### config.mk
export PLATFORM = sky130hd
export DESIGN_NAME = uart_tx
export DESIGN_NICKNAME = d
export VERILOG_FILES = /design/src/rtl/uart_pkg.sv /design/src/rtl/uart_fifo.sv /design/src/rtl/uart_tx.sv
export SDC_FILE = /design/constraint.sdc
export NUM_CORES = 1
export LEC_CHECK = 0
export CORE_UTILIZATION = 67
export CTS_CLUSTER_DIAMETER = 40
export DETAILED_ROUTE_END_ITERATION = 10
export PLACE_DENSITY = 0.89
export SLEW_MARGIN = 40
export SYNTH_ARGS = -nofsm -noshare
export SYNTH_HDL_FRONTEND = slang
export SYNTH_SLANG_ARGS = --single-unit
export TNS_END_PERCENT = 30
### constraint.sdc
create_clock -name clk_i -period 6 [get_ports clk_i]
set_input_delay 0.6 -clock clk_i [delete_from_list [all_inputs] [get_ports clk_i]]
set_output_delay 0.6 -clock clk_i [all_outputs]
set_load 0.1 [all_outputs]
### src/rtl/uart_pkg.sv
// Shared types and default parameters for the UART transmitter.
package uart_pkg;

  typedef enum logic [1:0] {
    TX_IDLE      = 2'd0,
    TX_START_BIT = 2'd1,
    TX_DATA_BITS = 2'd2,
    TX_STOP_BIT  = 2'd3
  } tx_state_t;

  localparam int unsigned CLKS_PER_BIT_DEF = 62;
  localparam int unsigned FIFO_BITS_DEF    = 4;

endpackage

### src/rtl/uart_fifo.sv
// Synchronous FIFO, 2**FIFO_BITS entries, extra pointer bit distinguishes full from empty.
module uart_fifo #(
  parameter int unsigned WIDTH     = 8,
  parameter int unsigned FIFO_BITS = 4
) (
  input  logic             clk_i,
  input  logic             rst_ni,
  input  logic             push_i,
  input  logic [WIDTH-1:0] wr_data_i,
  input  logic             pop_i,
  output logic [WIDTH-1:0] rd_data_o,
  output logic             full_o,
  output logic             empty_o
);

  localparam int unsigned DEPTH = 2 ** FIFO_BITS;
  localparam logic [FIFO_BITS:0] PTR_ONE = {{FIFO_BITS{1'b0}}, 1'b1};

  logic [WIDTH-1:0]   mem_q [DEPTH];
  logic [FIFO_BITS:0] wr_ptr_q, wr_ptr_d;
  logic [FIFO_BITS:0] rd_ptr_q, rd_ptr_d;
  logic               do_push, do_pop;

  assign empty_o   = (wr_ptr_q == rd_ptr_q);
  assign full_o    = (wr_ptr_q[FIFO_BITS] != rd_ptr_q[FIFO_BITS]) &&
                     (wr_ptr_q[FIFO_BITS-1:0] == rd_ptr_q[FIFO_BITS-1:0]);
  assign rd_data_o = mem_q[rd_ptr_q[FIFO_BITS-1:0]];

  // Pointer advance; push and pop in the same cycle both take effect.
  always_comb begin
    do_push  = push_i & ~full_o;
    do_pop   = pop_i & ~empty_o;
    wr_ptr_d = do_push ? wr_ptr_q + PTR_ONE : wr_ptr_q;
    rd_ptr_d = do_pop  ? rd_ptr_q + PTR_ONE : rd_ptr_q;
  end

  // Pointer registers, cleared by reset to discard all contents.
  always_ff @(posedge clk_i or negedge rst_ni) begin
    if (!rst_ni) begin
      wr_ptr_q <= '0;
      rd_ptr_q <= '0;
    end else begin
      wr_ptr_q <= wr_ptr_d;
      rd_ptr_q <= rd_ptr_d;
    end
  end

  // Storage write; contents are don't-care until written, so no reset.
  always_ff @(posedge clk_i) begin
    if (do_push) begin
      mem_q[wr_ptr_q[FIFO_BITS-1:0]] <= wr_data_i;
    end
  end

endmodule

### src/rtl/uart_tx.sv
// 8N1 UART transmitter with request/ack front end and a TX FIFO.
module uart_tx
  import uart_pkg::*;
#(
  parameter int unsigned CLKS_PER_BIT = CLKS_PER_BIT_DEF,
  parameter int unsigned FIFO_BITS    = FIFO_BITS_DEF
) (
  input  logic       clk_i,
  input  logic       rst_ni,
  input  logic       stb_i,
  input  logic [7:0] data_i,
  output logic       ack_o,
  output logic       busy_o,
  output logic       uart_txd_o
);

  localparam logic [15:0] BIT_LAST = 16'(CLKS_PER_BIT);

  logic       pending_q, pending_d;
  logic       ack_q, ack_d;
  logic       accept;

  logic       fifo_full, fifo_empty, fifo_pop;
  logic [7:0] fifo_rd_data;

  tx_state_t  state_q, state_d;
  logic [15:0] clock_count_q, clock_count_d;
  logic [2:0] bit_index_q, bit_index_d;
  logic [7:0] shift_q, shift_d;
  logic       txd_q, txd_d;

  uart_fifo #(
    .WIDTH     (8),
    .FIFO_BITS (FIFO_BITS)
  ) u_fifo (
    .clk_i     (clk_i),
    .rst_ni    (rst_ni),
    .push_i    (accept),
    .wr_data_i (data_i),
    .pop_i     (fifo_pop),
    .rd_data_o (fifo_rd_data),
    .full_o    (fifo_full),
    .empty_o   (fifo_empty)
  );

  // Request handshake; stb_i seen during the ack cycle is the same request, not a new one.
  always_comb begin
    accept    = (stb_i | pending_q) & ~ack_q & ~fifo_full;
    ack_d     = accept;
    pending_d = accept ? 1'b0 : (pending_q | (stb_i & ~ack_q));
  end

  // Frame sequencer: next line level, bit timing and FIFO pop.
  always_comb begin
    state_d       = state_q;
    clock_count_d = clock_count_q;
    bit_index_d   = bit_index_q;
    shift_d       = shift_q;
    txd_d         = txd_q;
    fifo_pop      = 1'b0;
    case (state_q)
      TX_IDLE: begin
        txd_d = 1'b1;
        if (!fifo_empty) begin
          fifo_pop      = 1'b1;
          shift_d       = fifo_rd_data;
          txd_d         = 1'b0;
          bit_index_d   = '0;
          clock_count_d = 16'd1;
          state_d       = TX_START_BIT;
        end
      end
      TX_START_BIT: begin
        if (clock_count_q == BIT_LAST) begin
          txd_d         = shift_q[0];
          bit_index_d   = '0;
          clock_count_d = 16'd1;
          state_d       = TX_DATA_BITS;
        end else begin
          clock_count_d = clock_count_q + 16'd1;
        end
      end
      TX_DATA_BITS: begin
        if (clock_count_q == BIT_LAST) begin
          clock_count_d = 16'd1;
          if (bit_index_q == 3'd7) begin
            txd_d   = 1'b1;
            state_d = TX_STOP_BIT;
          end else begin
            // Line already shows shift_q[0]; shift so the next bit sits at [0].
            bit_index_d = bit_index_q + 3'd1;
            txd_d       = shift_q[1];
            shift_d     = {1'b0, shift_q[7:1]};
          end
        end else begin
          clock_count_d = clock_count_q + 16'd1;
        end
      end
      TX_STOP_BIT: begin
        if (clock_count_q == BIT_LAST) begin
          if (!fifo_empty) begin
            fifo_pop      = 1'b1;
            shift_d       = fifo_rd_data;
            txd_d         = 1'b0;
            bit_index_d   = '0;
            clock_count_d = 16'd1;
            state_d       = TX_START_BIT;
          end else begin
            txd_d   = 1'b1;
            state_d = TX_IDLE;
          end
        end else begin
          clock_count_d = clock_count_q + 16'd1;
        end
      end
      default: begin
        txd_d   = 1'b1;
        state_d = TX_IDLE;
      end
    endcase
  end

  // Control state, line flop and handshake registers.
  always_ff @(posedge clk_i or negedge rst_ni) begin
    if (!rst_ni) begin
      state_q       <= TX_IDLE;
      clock_count_q <= '0;
      bit_index_q   <= '0;
      txd_q         <= 1'b1;
      ack_q         <= 1'b0;
      pending_q     <= 1'b0;
    end else begin
      state_q       <= state_d;
      clock_count_q <= clock_count_d;
      bit_index_q   <= bit_index_d;
      txd_q         <= txd_d;
      ack_q         <= ack_d;
      pending_q     <= pending_d;
    end
  end

  // Shift register holds the byte in flight; its value is irrelevant when idle.
  always_ff @(posedge clk_i) begin
    shift_q <= shift_d;
  end

  assign ack_o      = ack_q;
  assign uart_txd_o = txd_q;
  assign busy_o     = (state_q != TX_IDLE) | ~fifo_empty;

endmodule

=== Yosys cells after proc, flatten, opt, wreduce, memory -nomap -nowiden ===
Memories as Yosys holds them, arrays and structs flattened.
Cells that the tools add are included.

* Word-level logic and storage cells: 82
* Latch bits: 0
* Bits of input ports: 11
* Register bits: 42
* Memories kept: 1
* Memory bits (writable): 128
* Bits in read-only memories: 0
* Output and inout port bits: 3

* Muxes and demuxes: 34
* Equal/unequal tests: 14
* $lt $le $gt $ge: 0
* Add/subtract/negate cells: 4
* Reduce and logical (&&, ||, !) cells: 9
* Multipliers: 0
* Divide/modulo/power cells: 0
* Shifts and indexed selects: 0
* Bitwise operators: 11

{| class="wikitable"
|+ Memories
! memory !! depth !! width !! rd ports !! clocked after memory_dff !! write ports !! line !! RTL
|-
| u_fifo.mem_q || 16 || 8 || 1 || 0 || 1 || uart_fifo.sv:19 || <nowiki>logic [WIDTH-1:0] mem_q [DEPTH];</nowiki>
|}

{| class="wikitable"
|+ Operator list
! operator !! number
|-
| $mux 16 || 3
|-
| $pmux 16 s3 || 1
|-
| $mux 8 || 4
|-
| $pmux 8 s3 || 1
|-
| $add 16x1->16 const B || 1
|-
| $eq 16x6->1 const B || 1
|-
| $mux 3 || 5
|-
| $ne 2x2->1 const B || 6
|-
| $pmux 3 s4 || 1
|-
| $mux 1 || 11
|-
| $add 5x1->5 const B || 2
|-
| $mux 2 || 5
|-
| $pmux 2 s4 || 1
|-
| $reduce_and 4->1 || 2
|-
| $and 1x1->1 || 5
|-
| $eq 5x5->1 || 1
|-
| $reduce_and 5->1 || 1
|-
| $eq 2x2->1 const B || 2
|-
| $eq 4x4->1 || 1
|-
| $pmux 1 s4 || 1
|-
| $add 3x1->3 const B || 1
|-
| $eq 3x3->1 const B || 1
|-
| $not 1->1 || 3
|-
| $or 1x1->1 || 3
|-
| 9 further kinds || 9
|}

=== Longest topological paths before layout ===
* Depth in word-level cells: 7
* Depth in mapped cells: 9
* Gate-level depth less buffers: 7

=== By module ===
Synthesis repeated with hierarchy kept, for this count alone.

* Cells, all modules: 472
* Area, all modules: 7,449.6 sq um

{| class="wikitable"
|+ By module, submodules not included
! module !! cells each !! area an instance (sq um) !! seq. area each (sq um) !! instances
|-
| uart_fifo || 283 || 5,576.6 || 4,093.9 || 1
|-
| uart_tx || 189 || 1,873.0 || 842.1 || 1
|}

=== Worst setup path before layout ===
No wires, ideal clock.

* Kind: flip-flop to flip-flop
* Start point: register clock_count_q[11]
* End point: register shift_q[0] (enable)
* Cell stages (with the launch flop): 7
* Path slack: 3,201 ps
* Setup time: 373 ps
* Data required time: 5,627 ps
* Data arrival time: 2,425 ps
* Path through: dfrtp_1 > or4_1 > clkbuf_2 > or4_4 > buf_6 > a211o_1 > a21oi_1

* Longest elaborated chain between the ends: 3
* Elaborated cells between the ends (all ways): 4
* Those cells by class: 3 x eq/ne; 1 x reduce/logical

{| class="wikitable"
|+ Ends and longest elaborated chain
! element !! line !! RTL
|-
| start: declaration || uart_tx.sv:27 || <nowiki>logic [15:0] clock_count_q, clock_count_d;</nowiki>
|-
| start signal: assignment || uart_tx.sv:134 || <nowiki>clock_count_q <= clock_count_d;</nowiki>
|-
| $eq 16x6->1 * || uart_tx.sv:84, uart_tx.sv:100 ||
|-
| $ne 2x2->1 (no line) || - ||
|-
| $reduce_and 4->1 (no line) * || - ||
|-
| end signal: assignment || uart_tx.sv:144 || <nowiki>shift_q <= shift_d;</nowiki>
|-
| end: declaration || uart_tx.sv:29 || <nowiki>logic [7:0] shift_q, shift_d;</nowiki>
|}

Mark *: on every way between the ends. The rest lies on a longest branch, timed or not.
A chain may end at the register's enable or synchronous reset.

=== Worst setup path in the final report ===
* Start point: register u_fifo.rd_ptr_q[0]
* End point: output busy_o

* Longest elaborated chain between the ends: 3

{| class="wikitable"
|+ Ends and longest elaborated chain
! element !! line !! RTL
|-
| start: declaration || uart_fifo.sv:21 || <nowiki>logic [FIFO_BITS:0] rd_ptr_q, rd_ptr_d;</nowiki>
|-
| start signal: assignment || uart_fifo.sv:44 || <nowiki>rd_ptr_q <= rd_ptr_d;</nowiki>
|-
| $eq 5x5->1 || uart_fifo.sv:24 || <nowiki>assign empty_o = (wr_ptr_q == rd_ptr_q);</nowiki>
|-
| $not 1->1 || uart_tx.sv:149 || <nowiki>assign busy_o = (state_q != TX_IDLE) | ~fifo_empty;</nowiki>
|-
| $or 1x1->1 || uart_tx.sv:149 ||
|-
| end: declaration || uart_tx.sv:13 || <nowiki>output logic busy_o,</nowiki>
|}

Every way passes these cells.

==> out/metrics.cfg <==
[detailed_routing]
ant_nets=0
routed_wl_um=15200
routedWlPerCell_um=24.1
vias=4234
drc_errors=0
viasPerCell=6.71
drt_pre_antenna_iters=7
drt_iter0_markers=485

[finish]
final_common_cell=edfxtp_1
final_cell_area_mm2=0.00813
area_growth_pct=9.93
final_nets=503
diodes=0
drive_gt1_share_pct=17.1
mostFrequentLayoutCells=136 x edfxtp_1, 31 x dfrtp_1, 25 x mux4_2, 20 x nand2_1, 17 x and3_1

[sta]
max_slew_margin_pct=48.8
totalNegativeSetupSlack_ns=0
tightestPinTransition_ns=0.769
maxSlewViolCount=0
fmax_ghz=0.322
finalCritPeriodShare_pct=51.8
grt_setup_unrepaired=false
period_minus_slack_ns=3.11
setup_viol=0
skew_ns=0.00862
whs_ns=0.460
finalHoldViolCount=0

[floorplan]
io_pins=14
die_h_um=107
core_mm2=0.0108
die-area_mm2=0.0115
fp-row-count=38
die_w_um=107
initial_core_util_pct=68.5

[synthesis]
synthArstFlopShare_pct=20.0
synthFlopType=edfxtp_1
yosysUniqueCellTypes=59
netlist_area_mm2=0.00740
synth_seq_area_share_pct=66.7
netlist_instances=472
syn_nets=497
avgSynthCellArea_um2=15.7
yosys_warnings=0
ys_ff_latch=170
synth_edf_count=136

[setup_path]
arrival_ns=2.51
critPathMaxFanout=43
critPathKind=reg2out
crit_required_ns=5.40
worstSetupStartpointType=flop
end_kind=output pin

[pwr]
peakVddDrop_mv=0.384
p_leak_nw=2.94
power.density_mw_per_mm2=492

[run_status]
status=complete, no violations

[global_routing]
globalRouteOverflowTotal=0
antenna_found_initial=1
grt_max_degree=44
grt_usage_pct=29.1
grt_pass1_wl_um=23500
grt_pass1_vias=4198

[clock_network]
clk_latency_ns=0.55
ctsHoldBuffers=0
clock-root-buffer=clkbuf_8
clk_path_buf_depth=2
htree_levels=4
ctsResizeCount=0
path_clk_slew_ns=0.07
cts_tree=yes
postCtsSetupBuffers=0
cts_buffers=17
clkSinkCount=170

[flow_run]
cap_violations=0

[place]
hpwl_um=9420
port_buffers=13
gp_congestion=0.893
dpl_cell_area_mm2=0.00759

[min_path]
hold_path.class=in2async

report_power, final:
group          internal [mW]  total [mW]  switching, mW
clock                  0.556        1.01          0.455
sequential              1.49        1.67          0.178
combinational          0.522        1.32          0.797
final cells by class:
| cell class | instances | area [µm²] |
|---|---|---|
| flip-flops and latches | 170 | 4940 |
| fillers | 603 | 2660 |
| multi-input cells | 265 | 2310 |
| clock buffers | 20 | 425 |
| well taps | 140 | 175 |
| repair buffers | 16 | 138 |
| clock inverters | 12 | 114 |
| inverters | 8 | 30.0 |
flip-flops by register name, indices dropped and copies added, names as in the netlist:
register,count
u_fifo.mem_q,128
clock_count_q,16
shift_q,8
u_fifo.rd_ptr_q,5
u_fifo.wr_ptr_q,5
bit_index_q,3
state_q,2
ack_o,1
pending_q,1
uart_txd_o,1
path summary, 6_finish.rpt:
path                                    startpoint                  to  slack (ns)  cells past startpoint
worst min-delay path                        rst_ni   clock_count_q[13]        0.46                      2
worst max-delay path            u_fifo.rd_ptr_q[0]              busy_o        2.89                      5
max in group asynchronous                   rst_ni  u_fifo.rd_ptr_q[1]        5.20                      2
worst max register to register   clock_count_q[11]          shift_q[4]        3.01                      4
worst min register to register          uart_txd_o          uart_txd_o        0.51                      1
min in group clk_i                      uart_txd_o          uart_txd_o        0.51                      1
critical path, cell delays in order (launching register included):
cell     delay [ns]
dfrtp_2        0.34
buf_4          0.60
xnor2_1        0.16
and4_1         0.26
nand3_1        0.15
buf_2          0.45
stage by stage:
stage | utilization (%) | setup slack [ns] | cells | total power [mW]
after floorplan | - | 3.20 | 472 | 2.64
after global placement | 70.4 | 2.46 | 599 | 2.91
after detailed placement | 70.4 | 3.03 | 599 | 2.97
after CTS | 75.4 | 2.82 | 631 | 4.00
after global routing | 75.4 | 2.71 | 631 | 4.17
final | 75.4 | 2.89 | 631 | 4.00
layer usage:
layer,vias to the layer above,global-route usage (%),part of all wire [%]
met1,2093,37.3,39
met2,234,47.8,51
li1,1868,-,-
met5,-,0,0
met4,0,10.4,1.9
met3,39,8.45,8.6
synthesized netlist by cell type (all sizes together) (2+ instances only):
library cell / count / area share [%]
nand3: 11 / 0.74
xnor2: 11 / 1.3
mux4: 25 / 7.6
and2: 4 / 0.34
dfrtp: 33 / 11
mux2: 3 / 0.46
mux2i: 16 / 2.2
a221oi: 8 / 0.95
edfxtp: 136 / 55
a211oi: 2 / 0.20
a22o: 3 / 0.36
a211o: 3 / 0.36
clkbuf: 18 / 0.93
nor4: 5 / 0.42
nor2: 27 / 1.8
a222oi: 7 / 0.95
ha: 14 / 2.4
nand3b: 2 / 0.20
xor2: 14 / 1.7
a21o: 9 / 0.91
a21oi: 8 / 0.59
nor2b: 6 / 0.51
nand2: 20 / 1.0
nand4: 6 / 0.51
o22ai: 2 / 0.25
o21ai: 13 / 0.88
buf: 11 / 0.83
a31oi: 2 / 0.17
or4: 3 / 0.36
inv: 8 / 0.41
and3: 18 / 1.5
nor3: 6 / 0.41
cell families after synthesis:
logic type                 synth area share, %
adders and majority gates                 2.37
AOI/OAI and AO/OA                         6.61
buffers and inverters                     2.16
DFF                                       66.7
and+or+nand+nor                           8.95
muxes                                     10.2
xor gates and xnor gates                  2.96
No activity file was read; power rests on OpenSTA's default activity.
